$ cat config.mk
export PLATFORM = sky130hd
export DESIGN_NAME = keypad_matrix_scanner_flat
export DESIGN_NICKNAME = d
export VERILOG_FILES = /design/src/rtl/keypad_matrix_scanner_pkg.sv /design/src/rtl/keypad_matrix_scanner_if.sv /design/src/rtl/keypad_matrix_scanner_sync.sv /design/src/rtl/keypad_matrix_scanner.sv /design/src/flat_wrapper.sv
export SDC_FILE = /design/constraint.sdc
export NUM_CORES = 1
export LEC_CHECK = 0
export CAP_MARGIN = 20
export CORE_MARGIN = 2
export CORE_UTILIZATION = 50
export DETAILED_ROUTE_END_ITERATION = 8
export PLACE_DENSITY_LB_ADDON = 0.2
export SLEW_MARGIN = 20
export SYNTH_ARGS = -nofsm -noshare
export SYNTH_HDL_FRONTEND = slang
export SYNTH_SLANG_ARGS = --single-unit
$ cat constraint.sdc
create_clock -name i_clk_div -period 2.59 [get_ports i_clk_div]
set_input_delay 0.777 -clock i_clk_div [delete_from_list [all_inputs] [get_ports i_clk_div]]
set_output_delay 0.777 -clock i_clk_div [all_outputs]
set_load 0.02 [all_outputs]
$ cat src/rtl/keypad_matrix_scanner_pkg.sv
// keypad_pkg: types and helpers shared by the keypad matrix scanner.
//   state_t : scan FSM states
//   key_w() : width of the encoded key code for a ROWS x COLS matrix
package keypad_pkg;

   typedef enum logic [1:0] {
      ST_SCAN     = 2'd0,
      ST_DEBOUNCE = 2'd1,
      ST_HELD     = 2'd2
   } state_t;

   function automatic int key_w(input int rows, input int cols);
      return (rows * cols > 1) ? $clog2(rows * cols) : 1;
   endfunction

endpackage

$ cat src/rtl/keypad_matrix_scanner_if.sv
// keypad_matrix_scanner_if: keypad pins plus the key-event outputs.
//   scan_en   : 1 = scanning runs, 0 = freeze
//   col_n     : active-low column sense lines (asynchronous)
//   row_n     : one-hot active-low row strobes
//   key_code  : row*COLS+col of the last accepted key
//   key_valid : one-cycle pulse per accepted press
//   key_held  : high from acceptance until release is accepted
// slave = scanner side, master = board/consumer side.
interface keypad_matrix_scanner_if #(
   parameter int ROWS = 4,
   parameter int COLS = 4
);
   localparam int KW = keypad_pkg::key_w(ROWS, COLS);

   logic            scan_en;
   logic [COLS-1:0] col_n;
   logic [ROWS-1:0] row_n;
   logic [KW-1:0]   key_code;
   logic            key_valid;
   logic            key_held;

   modport slave  (input  scan_en, col_n,
                   output row_n, key_code, key_valid, key_held);
   modport master (output scan_en, col_n,
                   input  row_n, key_code, key_valid, key_held);
endinterface

$ cat src/rtl/keypad_matrix_scanner_sync.sv
// sync_2ff: two-flop synchronizer for asynchronous level inputs.
//   i_clk : destination clock
//   i_rst : synchronous reset, active-high (flops reset to all 1 = idle pull-up level)
//   i_d   : asynchronous input
//   o_q   : synchronized output, 2 cycles latency
module sync_2ff #(
   parameter int WIDTH = 4
) (
   input  logic             i_clk,
   input  logic             i_rst,
   input  logic [WIDTH-1:0] i_d,
   output logic [WIDTH-1:0] o_q
);
   logic [WIDTH-1:0] r_meta;
   logic [WIDTH-1:0] r_sync;

   always_ff @(posedge i_clk) begin
      if (i_rst) begin
         r_meta <= '1;
         r_sync <= '1;
      end else begin
         r_meta <= i_d;
         r_sync <= r_meta;
      end
   end

   assign o_q = r_sync;
endmodule

$ cat src/rtl/keypad_matrix_scanner.sv
// keypad_matrix_scanner: strobes one row low at a time, samples the
// synchronized active-low columns once per row dwell, debounces and
// reports one encoded key per press.
//   i_clk_div : system (divided) clock
//   i_rst     : synchronous reset, active-high
//   bus       : keypad_matrix_scanner_if.slave (scan_en, col_n in;
//               row_n, key_code, key_valid, key_held out)
// Parameters: ROWS, COLS matrix size; SETTLE cycles per row (>=3);
// DEBOUNCE consecutive matching samples to accept press/release (>=1).
module keypad_matrix_scanner
   import keypad_pkg::*;
#(
   parameter int ROWS     = 4,
   parameter int COLS     = 4,
   parameter int SETTLE   = 4,
   parameter int DEBOUNCE = 3
) (
   input  logic                   i_clk_div,
   input  logic                   i_rst,
   keypad_matrix_scanner_if.slave bus
);
   localparam int KW  = key_w(ROWS, COLS);
   localparam int RW  = (ROWS > 1) ? $clog2(ROWS) : 1;
   localparam int CLW = (COLS > 1) ? $clog2(COLS) : 1;
   localparam int DW  = $clog2(SETTLE);
   localparam int MW  = $clog2(DEBOUNCE + 1);

   logic [COLS-1:0] w_col_n;
   state_t          r_state, w_state_nxt;
   logic [DW-1:0]   r_dwell;
   logic [RW-1:0]   r_row;
   logic [CLW-1:0]  r_col, w_col_nxt, w_pcol;
   logic [MW-1:0]   r_cnt, w_cnt_nxt;
   logic [KW-1:0]   r_key_code;
   logic            r_key_valid;
   logic            w_sample, w_any, w_lat_low, w_accept, w_adv;

   sync_2ff #(.WIDTH(COLS)) u_sync (
      .i_clk (i_clk_div),
      .i_rst (i_rst),
      .i_d   (bus.col_n),
      .o_q   (w_col_n)
   );

   assign w_sample  = bus.scan_en && (r_dwell == DW'(SETTLE - 1));
   assign w_lat_low = ~w_col_n[r_col];

   // Lowest-index low column wins: scan downwards so the last hit is the lowest.
   always_comb begin
      w_any  = 1'b0;
      w_pcol = '0;
      for (int c = COLS - 1; c >= 0; c--) begin
         if (!w_col_n[c]) begin
            w_any  = 1'b1;
            w_pcol = CLW'(c);
         end
      end
   end

   // Next-state logic; everything moves only on a sample.
   always_comb begin
      w_state_nxt = r_state;
      w_cnt_nxt   = r_cnt;
      w_col_nxt   = r_col;
      w_accept    = 1'b0;
      w_adv       = 1'b0;
      if (w_sample) begin
         case (r_state)
            ST_SCAN: begin
               if (w_any) begin
                  w_col_nxt = w_pcol;
                  if (DEBOUNCE == 1) begin
                     w_accept    = 1'b1;
                     w_state_nxt = ST_HELD;
                     w_cnt_nxt   = '0;
                  end else begin
                     w_cnt_nxt   = MW'(1);
                     w_state_nxt = ST_DEBOUNCE;
                  end
               end else begin
                  w_adv = 1'b1;
               end
            end
            ST_DEBOUNCE: begin
               if (w_lat_low) begin
                  if (r_cnt == MW'(DEBOUNCE - 1)) begin
                     w_accept    = 1'b1;
                     w_state_nxt = ST_HELD;
                     w_cnt_nxt   = '0;
                  end else begin
                     w_cnt_nxt = r_cnt + 1'b1;
                  end
               end else begin
                  w_state_nxt = ST_SCAN;
                  w_cnt_nxt   = '0;
                  w_adv       = 1'b1;
               end
            end
            ST_HELD: begin
               // Count consecutive released samples; any low sample restarts.
               if (!w_lat_low) begin
                  if (r_cnt == MW'(DEBOUNCE - 1)) begin
                     w_state_nxt = ST_SCAN;
                     w_cnt_nxt   = '0;
                     w_adv       = 1'b1;
                  end else begin
                     w_cnt_nxt = r_cnt + 1'b1;
                  end
               end else begin
                  w_cnt_nxt = '0;
               end
            end
            default: w_state_nxt = ST_SCAN;
         endcase
      end
   end

   always_ff @(posedge i_clk_div) begin
      if (i_rst) begin
         r_state     <= ST_SCAN;
         r_dwell     <= '0;
         r_row       <= '0;
         r_col       <= '0;
         r_cnt       <= '0;
         r_key_code  <= '0;
         r_key_valid <= 1'b0;
      end else begin
         r_key_valid <= w_accept;
         if (bus.scan_en) begin
            r_dwell <= (r_dwell == DW'(SETTLE - 1)) ? '0 : r_dwell + 1'b1;
            r_state <= w_state_nxt;
            r_cnt   <= w_cnt_nxt;
            r_col   <= w_col_nxt;
            if (w_adv)
               r_row <= (r_row == RW'(ROWS - 1)) ? '0 : r_row + 1'b1;
            if (w_accept)
               r_key_code <= KW'(int'(r_row) * COLS + int'(w_col_nxt));
         end
      end
   end

   assign bus.row_n     = ~(ROWS'(1) << r_row);
   assign bus.key_code  = r_key_code;
   assign bus.key_valid = r_key_valid & bus.scan_en;
   assign bus.key_held  = (r_state == ST_HELD);
endmodule

$ cat src/flat_wrapper.sv
// flat-port wrapper written by rule: the top's interface ports become plain ports
module keypad_matrix_scanner_flat import keypad_pkg::*;
#(
   parameter int ROWS     = 4,
   parameter int COLS     = 4,
   parameter int SETTLE   = 4,
   parameter int DEBOUNCE = 3
)
  (i_clk_div, i_rst, bus_scan_en, bus_col_n, bus_row_n, bus_key_code, bus_key_valid, bus_key_held);
  keypad_matrix_scanner_if #(.ROWS(ROWS), .COLS(COLS)) bus_i ();
  input  logic i_clk_div;
  input  logic i_rst;
  input wire logic [$bits(bus_i.scan_en)-1:0] bus_scan_en;
  input wire logic [$bits(bus_i.col_n)-1:0] bus_col_n;
  output wire logic [$bits(bus_i.row_n)-1:0] bus_row_n;
  output wire logic [$bits(bus_i.key_code)-1:0] bus_key_code;
  output wire logic [$bits(bus_i.key_valid)-1:0] bus_key_valid;
  output wire logic [$bits(bus_i.key_held)-1:0] bus_key_held;
  assign bus_i.scan_en = bus_scan_en;
  assign bus_i.col_n = bus_col_n;
  assign bus_row_n = bus_i.row_n;
  assign bus_key_code = bus_i.key_code;
  assign bus_key_valid = bus_i.key_valid;
  assign bus_key_held = bus_i.key_held;
  keypad_matrix_scanner #(.ROWS(ROWS), .COLS(COLS), .SETTLE(SETTLE), .DEBOUNCE(DEBOUNCE)) u_core (.i_clk_div(i_clk_div), .i_rst(i_rst), .bus(bus_i));
endmodule
==> flow_summary.toml, run 1 <==
[run_status]
status = "finished clean"

[placement]
placed_area_mm2 = 0.00135
place_congestion = 0.792
post-place-ws_ns = -0.157
io_buffers = 16
dpl.hpwl_um = 1460
dp_cells = 164

[floorplanning]
core_mm2 = 0.00219
chipHeight_um = 52.1
start_util_pct = 52.8
dieArea_mm2 = 0.00271
num_rows = 17
ios = 17
die_w_um = 52.1

[route]
viasPerCell = 5.21
routed_wl_um = 1890
drt_iter0_markers = 4
vias = 875
drc = 0
antenna_left = 0
wl_per_cell_um = 11.3
firstDrtPassIters = 3

[critical_path]
path_buf_inv = 2
path_depth = 3
timing.critical_path.slowest_stage_cell = "clkdlybuf4s50_1"
ff2ff_path_depth = 4
arrival_ns = 1.70
cp_max_fo = 2
max_stage_delay_ns = 0.48
cp_top_family = "buffers and inverters"
path_cells = "clkdlybuf4s50_1 > and2_1 > dlygate4sd2_1"
critPathCaptureType = "output port"
required_ns = 1.81
crit_type = "input pin to output port"
crit_path_start_kind = "input pin"

[logic_synthesis]
syn_area_per_cell_um2 = 9.48
synth-edff-count = 0
syn_inst = 122
yosysSeqAreaShare_pct = 39.8
yosys.area.top_type = "dfxtp_1"
synth_top_area_share_pct = 39.8
synth.distinct_cells = 34
synth_warnings = 0
dominantRegCellSynth = "dfxtp_1"
async_flop_share_pct = 0
ys_seq_elements = 23
yosysMostFrequentCell = "dfxtp_1"
synth_common_cells = "23 x dfxtp_1, 12 x inv_1, 10 x ha_1"
syn_area_mm2 = 0.00116
synth_area_leaders = "dfxtp_1 40%, ha_1 11%, mux2i_1 6.9%"
synth_nets = 139

[sta]
worstMarginPinSlew_ns = 0.331
max_slew_margin_pct = 77.7
rsz0062_at_grt = "false"
setup_viol = 0
max_freq_ghz = 0.404
setup_tns_ns = 0
setup_slack_ns = 0.116
hold_viol = 0
drv_slew = 0
skew_ns = 0.00301
timing.final.crit_share_pct = 95.5
holdWs_ns = 0.423
period_minus_slack_ns = 2.47

[clocking]
post-cts-setup-buffers = 0
path_clk_slew_ns = 0.13
htree_levels = 1
clkSinkCount = 23
tritoncts = "yes"
root_buffer = "clkbuf_4"
cts_buffers = 3
worstSkewPairLatency_ns = 0.31
postCtsHoldBufs = 0
clock_path_buffers = 2

[finish]
num_antenna_cells = 0
drive_above_1_share_pct = 15.0
instances_no_fill = 168
fin_nets = 158
syn2layout_area_growth_pct = 18.7
fill_cells = 188
fin_area_mm2 = 0.00137

[run]
cap_viol_max_count = 0

[power]
ir_drop_v = 0.000292
p_per_area_mw_per_mm2 = 421
p_leak_nw = 0.578

[min_path]
hold_class = "flop to flop"
min_path_cells = 1

[global_routing]
grt_pass1_vias = 818
grt-ovfl-total = 0
grt_pass1_wl_um = 3310
grt_max_degree = 15
antenna_found_initial = 0
grtUsageTotal_pct = 16.1
final timing paths:
path	startpoint	end	slack, ns
setup / recovery	bus_scan_en	bus_key_valid	0.12
hold reg to reg	u_core.u_sync.r_meta[1]	u_core.u_sync.o_q[1]	0.42
setup reg to reg	u_core.r_col[0]	u_core.bus.key_code[1]	0.61
hold / removal	u_core.u_sync.r_meta[1]	u_core.u_sync.o_q[1]	0.42
stage by stage:
stage | util [%] | total power [W]
finish | 62.6 | 0.000577
global route | 62.6 | 0.000604
CTS | 62.6 | 0.000587
detailed placement | 61.5 | 0.000422
global placement | 61.5 | 0.000419
floorplan | - | 0.000402
power by group:
part | internal (W) | leakage, nW | total (W) | switching [W]
registers | 0.000362 | 0.188 | 0.000368 | 0.00000596
clock network | 0.0000576 | 0.0177 | 0.000164 | 0.000107
logic | 0.0000255 | 0.373 | 0.0000447 | 0.0000192
total | 0.000446 | 0.578 | 0.000577 | 0.000132
flip-flops by register name (all words and copies together) (netlist names):
register,count
u_core.bus.key_code,4
u_core.r_state,2
u_core.r_col,2
u_core.r_key_valid,1
u_core.u_sync.r_meta,4
u_core.r_row,2
u_core.r_cnt,2
u_core.r_dwell,2
u_core.u_sync.o_q,4
final cells by class:
type	count	area (um^2)	share of cell area, %
Inverter	12	45.0	3.28
Multi-Input combinational cell	82	623	45.4
Timing Repair Buffer	19	181	13.2
Tap cell	28	35.0	2.55
Clock buffer	3	22.5	1.64
Clock inverter	1	5.00	0.365
Sequential cell	23	460	33.5
cell usage in the layout (no fill, tap or decap), types with 5 or more instances in the layout:
cell type / n
a21oi_1: 7
clkdlybuf4s50_1: 15
dfxtp_1: 23
ha_1: 10
inv_1: 12
mux2i_1: 8
nand2_1: 6
nand2b_1: 5
nor2_1: 7
or2_2: 8
layer usage:
metal	wire length (um)	GRT usage, %
met1	929	19.6
met2	896	27.8
met3	48	3.45
met4	19	5.26
met5	0	0
logic make-up (layout without fill, tap and decap cells):
group                      Yosys count  count (layout)  synth area share, %
and+or+nand+nor                     42              42                 21.3
AOI/OAI and AO/OA                   20              20                 11.9
muxes                               10              10                 9.85
adders and majority gates           10              10                 10.8
DFF                                 23              23                 39.8
buffers and inverters               17              35                 6.28
repair_timing:
| item | CTS | global route |
|---|---|---|
| gates resized for setup | 1 | 0 |
| setup endpoints to repair | 1 | 0 |
| hold endpoints to repair | 0 | 0 |
(Power assumes the default switching activity.)
==> run 2: changes to the inputs <==
--- a/config.mk
+++ b/config.mk
@@ -14,3 +14,4 @@
 export SYNTH_ARGS = -nofsm -noshare
 export SYNTH_HDL_FRONTEND = slang
 export SYNTH_SLANG_ARGS = --single-unit
+export TNS_END_PERCENT = 10
==> constraint.sdc (replaced) <==
create_clock -name i_clk_div -period 2.59 [get_ports i_clk_div]
set_input_delay 0.777 -clock i_clk_div [delete_from_list [all_inputs] [get_ports i_clk_div]]
set_output_delay 0.777 -clock i_clk_div [all_outputs]
set_load 0.01 [all_outputs]
==> flow_summary.toml, run 2 (synthesis gave the netlist of run 1 again) <==
[clocking]
root_buffer = "clkbuf_4"
postCtsHoldBufs = 0
post-cts-setup-buffers = 0
clock_path_buffers = 2
htree_levels = 1
path_clk_slew_ns = 0.13
clkSinkCount = 23
cts_resized = 1
worstSkewPairLatency_ns = 0.31
tritoncts = "yes"
cts_buffers = 3

[sta]
drv_slew = 0
max_slew_margin_pct = 77.6
hold_viol = 0
worstMarginPinSlew_ns = 0.332
holdWs_ns = 0.426
setup_slack_ns = 0.188
max_freq_ghz = 0.416
period_minus_slack_ns = 2.40
timing.final.crit_share_pct = 92.7
setup_viol = 0
skew_ns = 0.0108
rsz0062_at_grt = "false"

[global_routing]
grtUsageTotal_pct = 17.1
grt_pass1_wl_um = 3480
grt_max_degree = 15
grt-ovfl-total = 0
grt_pass1_vias = 834
antenna_found_initial = 0

[route]
viasPerCell = 5.30
routed_wl_um = 1930
wl_per_cell_um = 11.5
antenna_left = 0
drc = 0
drt_iter0_markers = 7
firstDrtPassIters = 4
vias = 891

[power]
p_clk_share_pct = 28.7
p_int_w = 0.000448
ir_drop_v = 0.000348
p_leak_nw = 0.575
swShare_pct = 22.6
p_comb_share_pct = 7.6
p_sw_w = 0.000131
p_per_area_mw_per_mm2 = 422
total_power_w = 0.000579
pwr-share-seq_pct = 63.6

[placement]
post-place-ws_ns = -0.0938
dpl.hpwl_um = 1510
dp_cells = 164
place_congestion = 0.783
io_buffers = 16

[critical_path]
r2r_start = "u_core.r_col[0]"
ff2ff_path_depth = 4
r2r_end = "u_core.bus.key_code[1]"
crit_path_start_kind = "input pin"
timing.critical_path.slowest_stage_cell = "clkdlybuf4s50_1"
arrival_ns = 1.63
critPathCaptureType = "output port"
max_stage_delay_ns = 0.47
r2r_setup_slack_ns = 0.61
startpoint = "bus_scan_en"
path_cells = "clkdlybuf4s50_1 > and2_1 > dlygate4sd2_1"
cp_max_fo = 2
required_ns = 1.81
crit_type = "input pin to output port"

[finish]
fin_nets = 158
fill_cells = 177
instances_no_fill = 168
most-common-layout-cells = "23 x dfxtp_1, 15 x clkdlybuf4s50_1, 12 x inv_1"
drive_above_1_share_pct = 14.3
num_antenna_cells = 0
layout_commonest_cell = "dfxtp_1"
register_area_um2 = 460
syn2layout_area_growth_pct = 18.6
multi_input_area_um2 = 623

[run_status]
status = "finished clean"

[floorplanning]
dieArea_mm2 = 0.00271
start_util_pct = 52.8
num_rows = 17
core_mm2 = 0.00219
die_w_um = 52.1
chipHeight_um = 52.1
ios = 17

[min_path]
min_to = "u_core.u_sync.o_q[1]"
min_path_cells = 1
hold_start = "u_core.u_sync.r_meta[1]"
hold_class = "flop to flop"

[run]
cap_viol_max_count = 0
-- run 2: changes by cell type in the layout (fill, tap and decap cells not counted), sizes merged --
cell / before / now
clkbuf: 3 / 4
clkinv: 1 / 0
-- run 2: worst max path at each step --
stage                                         to  slack (ns)  cells after the start
after floorplan           u_core.bus.key_code[0]        0.67                      5
after global placement             bus_key_valid       -0.09                      3
final                              bus_key_valid        0.19                      3
after detailed placement           bus_key_valid       -0.09                      3
after global routing                bus_row_n[2]        0.09                      4
after CTS                          bus_key_valid        0.18                      3
-- run 2: per-stage QoR --
step           area, um^2  util, %  TNS (ns)
2_1_floorplan        1160        -         0
3_3_place_gp         1350     61.5   -0.0901
3_5_place_dp         1350     61.5   -0.0938
4_1_cts              1370     62.6         0
5_1_grt              1370     62.6         0
6_report             1370     62.6         0
-- run 2: area by class of cell --
class	count	share of cell area, %
Clock buffer	4	1.92
Inverter	12	3.28
Multi-Input combinational cell	82	45.4
Sequential cell	23	33.6
Tap cell	28	2.55
Timing Repair Buffer	19	13.2
-- run 2: worst max-delay path, delay by kind of cell --
kind          cells  cell delay, ns
simple gates      1            0.12
buf+inv           2            0.73
-- run 2: routing by layer --
layer	vias to the layer above	routed length [um]	global-route usage (%)
li1	455	-	-
met1	420	918	21.1
met2	12	939	29.1
met3	4	52	3.45
met4	0	21	6.58
met5	-	0	0
-- run 2: power groups by stage --
stage | Combinational [W] | Sequential (W) | Clock [W]
floorplan | 0.0000272 | 0.000375 | 0
global placement | 0.0000431 | 0.000376 | 0
detailed placement | 0.0000452 | 0.000376 | 0
CTS | 0.0000451 | 0.000368 | 0.000169
global route | 0.0000512 | 0.000370 | 0.000185
finish | 0.0000442 | 0.000368 | 0.000166
